[src/rtl/bf16_pkg.sv]
// Shared bfloat16 definitions for the product-node multiplier and the sum-node adder.
package bf16_pkg;
  localparam int BF16_W = 16;
  localparam int EXP_W  = 8;
  localparam int MAN_W  = 7;
  localparam int BIAS   = 127;

  localparam logic [BF16_W-1:0] BF16_QNAN    = 16'h7FC0;
  localparam logic [EXP_W-1:0]  BF16_INF_EXP = 8'hFF;

  typedef struct packed {
    logic             sign;
    logic [EXP_W-1:0] exp;
    logic [MAN_W-1:0] man;
  } bf16_t;

  typedef enum logic [1:0] {ZERO, NORM, INF, NAN} bf16_cls_e;

  // Subnormals are flushed, so exp==0 always classifies as zero.
  function automatic bf16_cls_e bf16_classify(input bf16_t v);
    if (v.exp == '0)
      return ZERO;
    else if (v.exp == BF16_INF_EXP)
      return (v.man == '0) ? INF : NAN;
    else
      return NORM;
  endfunction
endpackage

[src/rtl/bf16_operand_slot.sv]
// One-entry holding register for a single operand; refills on the same edge it issues.
module bf16_operand_slot
  import bf16_pkg::*;
(
  input  logic              clk,
  input  logic              rst,
  input  logic [BF16_W-1:0] d,
  input  logic              vld,
  input  logic              issue,
  output logic              rdy,
  output logic              full,
  output logic [BF16_W-1:0] q
);
  assign rdy = !full || issue;

  always_ff @(posedge clk or posedge rst) begin
    if (rst) begin
      full <= 1'b0;
      q    <= '0;
    end else if (vld && rdy) begin
      full <= 1'b1;
      q    <= d;
    end else if (issue) begin
      full <= 1'b0;
    end
  end
endmodule

[src/rtl/bf16_mul_node.sv]
// Pipelined bfloat16 multiplier (pair slots, S1 unpack, S2 multiply, Z normalise/round).
// Define BF16_MUL_RNE_EN for round-to-nearest-even; otherwise results are truncated.
module bf16_mul_node
  import bf16_pkg::*;
(
  input  logic              clk,
  input  logic              rst,
  input  logic [BF16_W-1:0] a,
  input  logic              a_vld,
  output logic              a_rdy,
  input  logic [BF16_W-1:0] b,
  input  logic              b_vld,
  output logic              b_rdy,
  output logic [BF16_W-1:0] z,
  output logic              z_vld,
  input  logic              z_rdy
);
  logic adv, issue, a_full, b_full;
  logic [BF16_W-1:0] a_q, b_q;

  assign adv   = !z_vld || z_rdy;
  assign issue = a_full && b_full && adv;

  bf16_operand_slot u_slot_a (
    .clk(clk), .rst(rst), .d(a), .vld(a_vld), .issue(issue),
    .rdy(a_rdy), .full(a_full), .q(a_q)
  );

  bf16_operand_slot u_slot_b (
    .clk(clk), .rst(rst), .d(b), .vld(b_vld), .issue(issue),
    .rdy(b_rdy), .full(b_full), .q(b_q)
  );

  // S1 inputs: unpack and resolve special operands up front
  bf16_t ua, ub;
  bf16_cls_e ca, cb;
  logic sign_n, spec_n;
  logic [BF16_W-1:0] sval_n;
  logic signed [9:0] esum_n;

  assign ua = bf16_t'(a_q);
  assign ub = bf16_t'(b_q);
  assign ca = bf16_classify(ua);
  assign cb = bf16_classify(ub);
  assign sign_n = ua.sign ^ ub.sign;
  assign esum_n = $signed({2'b00, ua.exp}) + $signed({2'b00, ub.exp}) - 10'sd127;

  always_comb begin
    spec_n = 1'b1;
    sval_n = '0;
    if (ca == NAN || cb == NAN || (ca == ZERO && cb == INF) || (ca == INF && cb == ZERO))
      sval_n = BF16_QNAN;
    else if (ca == INF || cb == INF)
      sval_n = {sign_n, BF16_INF_EXP, {MAN_W{1'b0}}};
    else if (ca == ZERO || cb == ZERO)
      sval_n = {sign_n, {(BF16_W-1){1'b0}}};
    else
      spec_n = 1'b0;
  end

  logic s1_vld, s1_sign, s1_spec;
  logic signed [9:0] s1_exp;
  logic [7:0] s1_ma, s1_mb;
  logic [BF16_W-1:0] s1_sval;

  logic s2_vld, s2_sign, s2_spec;
  logic signed [9:0] s2_exp;
  logic [15:0] s2_prod;
  logic [BF16_W-1:0] s2_sval;

  // Z stage: normalise, round, renormalise, saturate
  logic [MAN_W-1:0] man_n;
  logic signed [9:0] exp_n, exp_f;
  logic round_up;
  logic [7:0] mant_sum;
  logic [BF16_W-1:0] res_n;

  always_comb begin
    if (s2_prod[15]) begin
      man_n = s2_prod[14:8];
      exp_n = s2_exp + 10'sd1;
    end else begin
      man_n = s2_prod[13:7];
      exp_n = s2_exp;
    end
  end

`ifdef BF16_MUL_RNE_EN
  logic guard, sticky;
  assign guard    = s2_prod[15] ? s2_prod[7] : s2_prod[6];
  assign sticky   = s2_prod[15] ? |s2_prod[6:0] : |s2_prod[5:0];
  assign round_up = guard && (sticky || man_n[0]);
`else
  assign round_up = 1'b0;
`endif

  assign mant_sum = {1'b0, man_n} + {7'd0, round_up};
  assign exp_f    = exp_n + $signed({9'd0, mant_sum[7]});

  always_comb begin
    if (s2_spec)
      res_n = s2_sval;
    else if (exp_f >= 10'sd255)
      res_n = {s2_sign, BF16_INF_EXP, {MAN_W{1'b0}}};
    else if (exp_f <= 10'sd0)
      res_n = {s2_sign, {(BF16_W-1){1'b0}}};
    else
      res_n = {s2_sign, exp_f[EXP_W-1:0], mant_sum[MAN_W-1:0]};
  end

  always_ff @(posedge clk or posedge rst) begin
    if (rst) begin
      s1_vld  <= 1'b0;
      s1_sign <= 1'b0;
      s1_spec <= 1'b0;
      s1_exp  <= '0;
      s1_ma   <= '0;
      s1_mb   <= '0;
      s1_sval <= '0;
      s2_vld  <= 1'b0;
      s2_sign <= 1'b0;
      s2_spec <= 1'b0;
      s2_exp  <= '0;
      s2_prod <= '0;
      s2_sval <= '0;
      z_vld   <= 1'b0;
      z       <= '0;
    end else if (adv) begin
      s1_vld  <= issue;
      s1_sign <= sign_n;
      s1_spec <= spec_n;
      s1_exp  <= esum_n;
      s1_ma   <= {1'b1, ua.man};
      s1_mb   <= {1'b1, ub.man};
      s1_sval <= sval_n;
      s2_vld  <= s1_vld;
      s2_sign <= s1_sign;
      s2_spec <= s1_spec;
      s2_exp  <= s1_exp;
      s2_prod <= s1_ma * s1_mb;
      s2_sval <= s1_sval;
      z_vld   <= s2_vld;
      if (s2_vld)
        z <= res_n;
    end
  end
endmodule

[config.mk]
export PLATFORM = sky130hd
export DESIGN_NAME = bf16_mul_node
export DESIGN_NICKNAME = d
export VERILOG_FILES = /design/src/rtl/bf16_pkg.sv /design/src/rtl/bf16_operand_slot.sv /design/src/rtl/bf16_mul_node.sv
export SDC_FILE = /design/constraint.sdc
export NUM_CORES = 1
export LEC_CHECK = 0
export ABC_AREA = 1
export BUFFER_PORTS_ARGS = -buffer_cell sky130_fd_sc_hd__buf_2
export CORE_AREA = 2 2 124 126
export CTS_BUF_LIST = sky130_fd_sc_hd__clkbuf_2
export DETAILED_ROUTE_END_ITERATION = 8
export DIE_AREA = 0 0 126 128
export PLACE_DENSITY = 0.68
export SKIP_LAST_GASP = 1
export SLEW_MARGIN = 20
export SYNTH_ARGS = -nofsm -noshare
export SYNTH_HDL_FRONTEND = slang
export SYNTH_SLANG_ARGS = --single-unit
[constraint.sdc]
create_clock -name clk -period 7.7 [get_ports clk]
set_clock_uncertainty 0.2 [all_clocks]
set_input_delay 1.155 -clock clk [delete_from_list [all_inputs] [get_ports clk]]
set_output_delay 1.155 -clock clk [all_outputs]
set_load 0.005 [all_outputs]
# Yosys cells after proc, flatten, opt, wreduce, memory -nomap -nowiden
# Index checks and enable logic that the tools add are counted.
# totals
input_bits	37
ff_bits	141
out_inout_bits	19
word_cells	78
# op_classes
n_addsub	3
n_lt_le_gt_ge	2
n_eq_ne	6
reduce_logical	26
mux	20
n_mul	1
n_bitwise	1
# op_table
cell	n
$mux 16	4
$mux 15	2
$eq 8x8->1 const B	2
$logic_not 8->1	2
$mul 8x8->16	1
$logic_not 7->1	2
$add 10x2->10 const B	1
$ge 10x9->1 const B	1
$le 10x1->1 const B	1
$mux 10	1
$sub 9x7->10 const B	1
$add 8x8->9	1
$eq 2x2->1 const B	4
$logic_or 1x1->1	8
$mux 1	8
$mux 2	4
$mux 7	1
$logic_and 1x1->1	6
$logic_not 2->1	2
$reduce_bool 2->1	2
$logic_not 1->1	3
$reduce_and 2->1	1
$xor 1x1->1	1

# Longest topological paths before layout
# depth
ltp_word	9
ltp_mapped	21
mapped_depth_nobuf	20

# Cells and area by module
# Synthesis repeated with hierarchy kept, for this count alone.
# unflattened
cells_unflattened	960
area_unflattened_um2	7519.7
# by_module_without_submodules
mod	area_per_inst_um2	cells_each	instances	seq_area_each_um2
bf16_mul_node	6083.3	812	1	1826.8
bf16_operand_slot	718.2	74	2	425.4

# Worst setup path before layout
# OpenSTA, ideal clock, no wires.
# synth_path
kind	register to register
from	register s1_ma[7]
to	register s2_prod[8]
t_arrival_ns	4.149
n_path_buf	1
stages_incl_launch_ff	17
setup_time_ns	0.118
period_less_slack_ns	4.466
required_time_ns	7.382
slack_ns	3.234
cell_sequence	dfrtp_1 -> clkbuf_1 -> nand2_1 -> fa_1 -> fa_1 -> inv_1 -> fa_1 -> inv_1 -> fa_1 -> inv_1 -> ha_1 -> a21o_1 -> a21oi_1 -> o21ai_0 -> or2_2 -> nand3_1 -> nand2_1
# synth_between
elab_chain_cells	1
# synth_lines
item	line	source
start, declared	bf16_mul_node.sv:63	logic [7:0] s1_ma, s1_mb;
start signal, assigned	bf16_mul_node.sv:133	s1_ma <= {1'b1, ua.man};
$mul 8x8->16	bf16_mul_node.sv:140	s2_prod <= s1_ma * s1_mb;
end signal, assigned	bf16_mul_node.sv:140	
end, declared	bf16_mul_node.sv:68	logic [15:0] s2_prod;
# Every way passes these cells.
# A chain may end at the register's enable or synchronous reset.

# Worst setup path in the final report
# layout_path
from	register s1_ma[7]
to	register s2_prod[14]
# The elaborated chain is that of the path after synthesis.

==> impl_metrics.prom <==
# TYPE chip_impl_metric gauge
chip_impl_info{name="result_of_the_run",value="completed"} 1
chip_impl_metric{name="synthArstFlopShare",unit="%"} 100
chip_impl_metric{name="drcViolationCount",unit=""} 0
chip_impl_metric{name="layout-drive-gt1-share",unit="%"} 11.4
chip_impl_metric{name="globalRouteTotalUtil",unit="%"} 19.8
chip_impl_info{name="cts_root_buf",value="sky130_fd_sc_hd__clkbuf_2"} 1
chip_impl_metric{name="worstMarginPinSlew",unit="ns"} 0.981
chip_impl_metric{name="r2r_setup_slack",unit="ns"} 3.05
chip_impl_metric{name="dp_hpwl",unit="mm"} 10.9
chip_impl_metric{name="dr.first_iter.drc_count",unit=""} 305
chip_impl_metric{name="placeableCoreArea",unit="µm²"} 14900
chip_impl_metric{name="final_min_period_over_clock_period",unit="%"} 60.4
chip_impl_metric{name="maxCapViolCount",unit=""} 0
chip_impl_metric{name="hold_buffers",unit=""} 0
chip_impl_metric{name="max-slew-margin-rel",unit="%"} 34.4
chip_impl_metric{name="timing.critical_path.required",unit="ns"} 8.09
chip_impl_info{name="synthFlopType",value="sky130_fd_sc_hd__dfrtp_1"} 1
chip_impl_metric{name="insertion_delay",unit="ns"} 0.65
chip_impl_metric{name="dieArea",unit="µm²"} 16100
chip_impl_metric{name="areaGrowthSynthToFinish",unit="%"} 6.76
chip_impl_metric{name="clkTransAtPathRegs",unit="ns"} 0.30
chip_impl_info{name="layout_commonest_cell",value="sky130_fd_sc_hd__nand2_1"} 1
chip_impl_metric{name="h-tree-depth",unit=""} 3
chip_impl_metric{name="period_needed",unit="ns"} 4.65
chip_impl_info{name="path_cells",value="nand2_1, fa_1, fa_1, inv_1, fa_1, inv_1, fa_1, inv_1, ha_1, a21o_1, a21oi_1, inv_1, a21oi_1, nand2_1, nand2_1, nand3_1, nand2_1"} 1
chip_impl_metric{name="route.vias.total",unit=""} 5654
chip_impl_metric{name="crit_buf_inv",unit=""} 4
chip_impl_metric{name="clock-sinks",unit=""} 107
chip_impl_metric{name="nets",unit=""} 1079
chip_impl_info{name="grt_setup_unrepaired",value="false"} 1
chip_impl_metric{name="grt_pass1_vias",unit=""} 5521
chip_impl_info{name="regToRegEndpoint",value="s2_prod[14]$_DFFE_PP0N_"} 1
chip_impl_metric{name="critical_path.max_fanout",unit=""} 16
chip_impl_info{name="worst-setup-path-type",value="reg -> reg"} 1
chip_impl_metric{name="grt_pass1_wl",unit="mm"} 25.8
chip_impl_metric{name="timing.hold.ws",unit="ns"} 0.306
chip_impl_info{name="holdCritPathClass",value="in -> async"} 1
chip_impl_metric{name="syn_area_per_cell",unit="µm²"} 7.88
chip_impl_metric{name="crit_cells",unit=""} 17
chip_impl_info{name="cell_with_the_biggest_individual_delay_on_the_critical_path",value="sky130_fd_sc_hd__dfrtp_1"} 1
chip_impl_metric{name="syn-instance-count",unit=""} 924
chip_impl_metric{name="grtUsageMet1",unit="%"} 28.1
chip_impl_metric{name="synthDistinctLibCells",unit=""} 42
chip_impl_metric{name="routedWlPerCell",unit="µm"} 12.8
chip_impl_metric{name="crit_arrival",unit="ns"} 5.04
chip_impl_info{name="reg2reg_launch_point",value="s1_ma[7]$_DFFE_PP0N_"} 1
chip_impl_metric{name="grt_overflow_total",unit=""} 0
chip_impl_metric{name="layout.core_utilization",unit="%"} 52.3
chip_impl_metric{name="sequential_cell_area_fraction_in_the_yosys_report",unit="%"} 36.8
chip_impl_metric{name="timing.final.hold_violations",unit=""} 0
chip_impl_info{name="worstSetupEndpoint",value="s2_prod[14]$_DFFE_PP0N_"} 1
chip_impl_metric{name="max-clock-path-buffers",unit=""} 2
chip_impl_metric{name="synth.ff_latch_count",unit=""} 107
chip_impl_metric{name="routabilityCongestion",unit=""} 0.856
chip_impl_metric{name="synth_edf_count",unit=""} 0
chip_impl_metric{name="multi_input_comb_area",unit="µm²"} 3790
chip_impl_metric{name="final_slew_violations",unit=""} 0
chip_impl_metric{name="ys_warn_count",unit=""} 0
chip_impl_metric{name="number_of_nets_still_failing_antenna_checks_after_routing",unit=""} 0
chip_impl_metric{name="timing.setup.tns",unit="ns"} 0
chip_impl_metric{name="rr_worst_depth",unit=""} 17
chip_impl_metric{name="drt-vias-per-instance",unit=""} 4.91
chip_impl_metric{name="number_of_buffer_cells_added_on_primary_ports",unit=""} 55
chip_impl_metric{name="grt_met3_use",unit="%"} 3.67
chip_impl_metric{name="layout.cells.non_filler",unit=""} 1151
chip_impl_metric{name="synthesis.nets",unit=""} 1046
chip_impl_info{name="critical-path-top-delay-family",value="adder cells"} 1
chip_impl_info{name="tritoncts",value="done"} 1
chip_impl_metric{name="floorplan.rows",unit=""} 45
chip_impl_metric{name="die_height",unit="µm"} 128
chip_impl_metric{name="starting_density_of_the_core",unit="%"} 49.0
chip_impl_metric{name="post_synth_instance_area",unit="µm²"} 7280
chip_impl_metric{name="global_route.usage.met2",unit="%"} 31.5
chip_impl_metric{name="drt-pass1-iter-count",unit=""} 6
chip_impl_metric{name="cts_resized",unit=""} 0
chip_impl_info{name="cp-end-kind",value="register"} 1
chip_impl_metric{name="pin_count_of_the_biggest_net_entering_global_routing",unit=""} 71
chip_impl_metric{name="fmax",unit="MHz"} 215
chip_impl_metric{name="antenna_found_initial",unit=""} 1
chip_impl_metric{name="die_width",unit="µm"} 126
chip_impl_info{name="most-common-layout-cells",value="232 x sky130_fd_sc_hd__nand2_1, 168 x sky130_fd_sc_hd__inv_1, 107 x sky130_fd_sc_hd__dfrtp_1"} 1
chip_impl_metric{name="dp.cells",unit=""} 1134
chip_impl_metric{name="post-cts-setup-buffers",unit=""} 0
chip_impl_metric{name="seqCellArea",unit="µm²"} 2680
chip_impl_info{name="crit_start",value="s1_ma[7]$_DFFE_PP0N_"} 1
chip_impl_metric{name="report.final.setup_viol",unit=""} 0
chip_impl_metric{name="design.portCount",unit=""} 56
chip_impl_metric{name="wl",unit="mm"} 14.7
chip_impl_metric{name="crit_path_max_cell_delay",unit="ns"} 0.75
chip_impl_metric{name="cts_made_buffers",unit=""} 9
chip_impl_info{name="grt.busiest_layer",value="met2"} 1
chip_impl_info{name="critical_path.startpoint_type",value="register"} 1
chip_impl_metric{name="final.fill_count",unit=""} 1491
synth_stat cells, types with 2 or more instances:
cell,n,area [µm²]
sky130_fd_sc_hd__nor3_1,6,30.0
sky130_fd_sc_hd__a21oi_1,54,270
sky130_fd_sc_hd__clkbuf_1,20,75.1
sky130_fd_sc_hd__nand3b_1,3,22.5
sky130_fd_sc_hd__fa_1,36,721
sky130_fd_sc_hd__inv_2,2,7.51
sky130_fd_sc_hd__dfrtp_1,107,2680
sky130_fd_sc_hd__nor2_1,57,214
sky130_fd_sc_hd__mux2_2,2,22.5
sky130_fd_sc_hd__a21o_1,2,15.0
sky130_fd_sc_hd__nand2_2,7,43.8
sky130_fd_sc_hd__o21ai_0,56,280
sky130_fd_sc_hd__buf_4,2,15.0
sky130_fd_sc_hd__nor2_2,7,43.8
sky130_fd_sc_hd__or2_2,5,31.3
sky130_fd_sc_hd__nand3_2,3,30.0
sky130_fd_sc_hd__buf_1,3,11.3
sky130_fd_sc_hd__nand2_1,232,871
sky130_fd_sc_hd__o21bai_1,4,30.0
sky130_fd_sc_hd__xnor2_1,5,43.8
sky130_fd_sc_hd__inv_1,169,634
sky130_fd_sc_hd__nand4_1,21,131
sky130_fd_sc_hd__a22oi_1,3,22.5
sky130_fd_sc_hd__nand3_1,40,200
sky130_fd_sc_hd__nor2_4,4,45.0
sky130_fd_sc_hd__buf_2,10,50.1
sky130_fd_sc_hd__ha_1,49,613
kinds of logic after synthesis:
group / Yosys count / synth area share (%)
buffers and inverters: 209 / 11.2
muxes: 2 / 0.309
and+or+nand+nor: 388 / 23.3
adders and majority gates: 85 / 18.3
DFF: 107 / 36.8
AOI/OAI and AO/OA: 127 / 9.32
xor gates and xnor gates: 6 / 0.722
flip-flops by register name, indices dropped and copies added, names as in the netlist, 3 cells and up:
signal / cells
u_slot_a.q: 16
s1_ma: 8
s1_sval: 3
s2_sval: 3
s2_exp: 10
s1_mb: 7
s1_exp: 10
u_slot_b.q: 16
z: 16
s2_prod: 9
worst reg2reg max path: cells and delay by family, from the launching register on:
| kind | cells | cell delay (ns) |
|---|---|---|
| adders and majority gates | 5 | 2.46 |
| DFF | 1 | 0.75 |
| AOI/OAI and AO/OA | 3 | 0.57 |
| and+or+nand+nor | 5 | 0.40 |
| buffers and inverters | 4 | 0.20 |
worst min path at each step:
stage | from | to | slack [ns] | depth (start not counted)
global route | rst | s1_mb[3]$_DFFE_PP0N_ | 0.30 | 2
global placement | s1_exp[3]$_DFFE_PP0N_ | s2_exp[3]$_DFFE_PP0N_ | 0.26 | 2
floorplan | s1_spec$_DFFE_PP0N_ | s2_spec$_DFFE_PP0N_ | 0.24 | 2
CTS | rst | s1_mb[3]$_DFFE_PP0N_ | 0.28 | 2
detailed placement | s1_exp[3]$_DFFE_PP0N_ | s2_exp[3]$_DFFE_PP0N_ | 0.26 | 2
finish | rst | s1_mb[3]$_DFFE_PP0N_ | 0.31 | 2
metal layers:
metal  share of wire (%)  vias up
li1                    -     2947
met3                 4.1       15
met1                  50     2604
met2                  45       88
met5                   0        -
met4                 1.3        0
layout make-up:
cell class / instances / area share [%]
multi-input cells: 608 / 48.8
flip-flops and latches: 107 / 34.5
inverters: 173 / 8.42
repair buffers: 58 / 3.83
well taps: 188 / 3.03
clock buffers: 13 / 0.837
clock inverters: 3 / 0.596
diodes: 1 / 0.0322
metrics by stage:
stage	worst slack (ns)	instance area [µm²]
floorplan	3.23	7280
global placement	3.19	7660
detailed placement	3.09	7660
CTS	3.05	7770
global route	2.66	7770
finish	3.05	7770
Power is left out: the tool's default activity adds up to more than one toggle a clock period on the data nets, which glitch-free logic cannot reach.
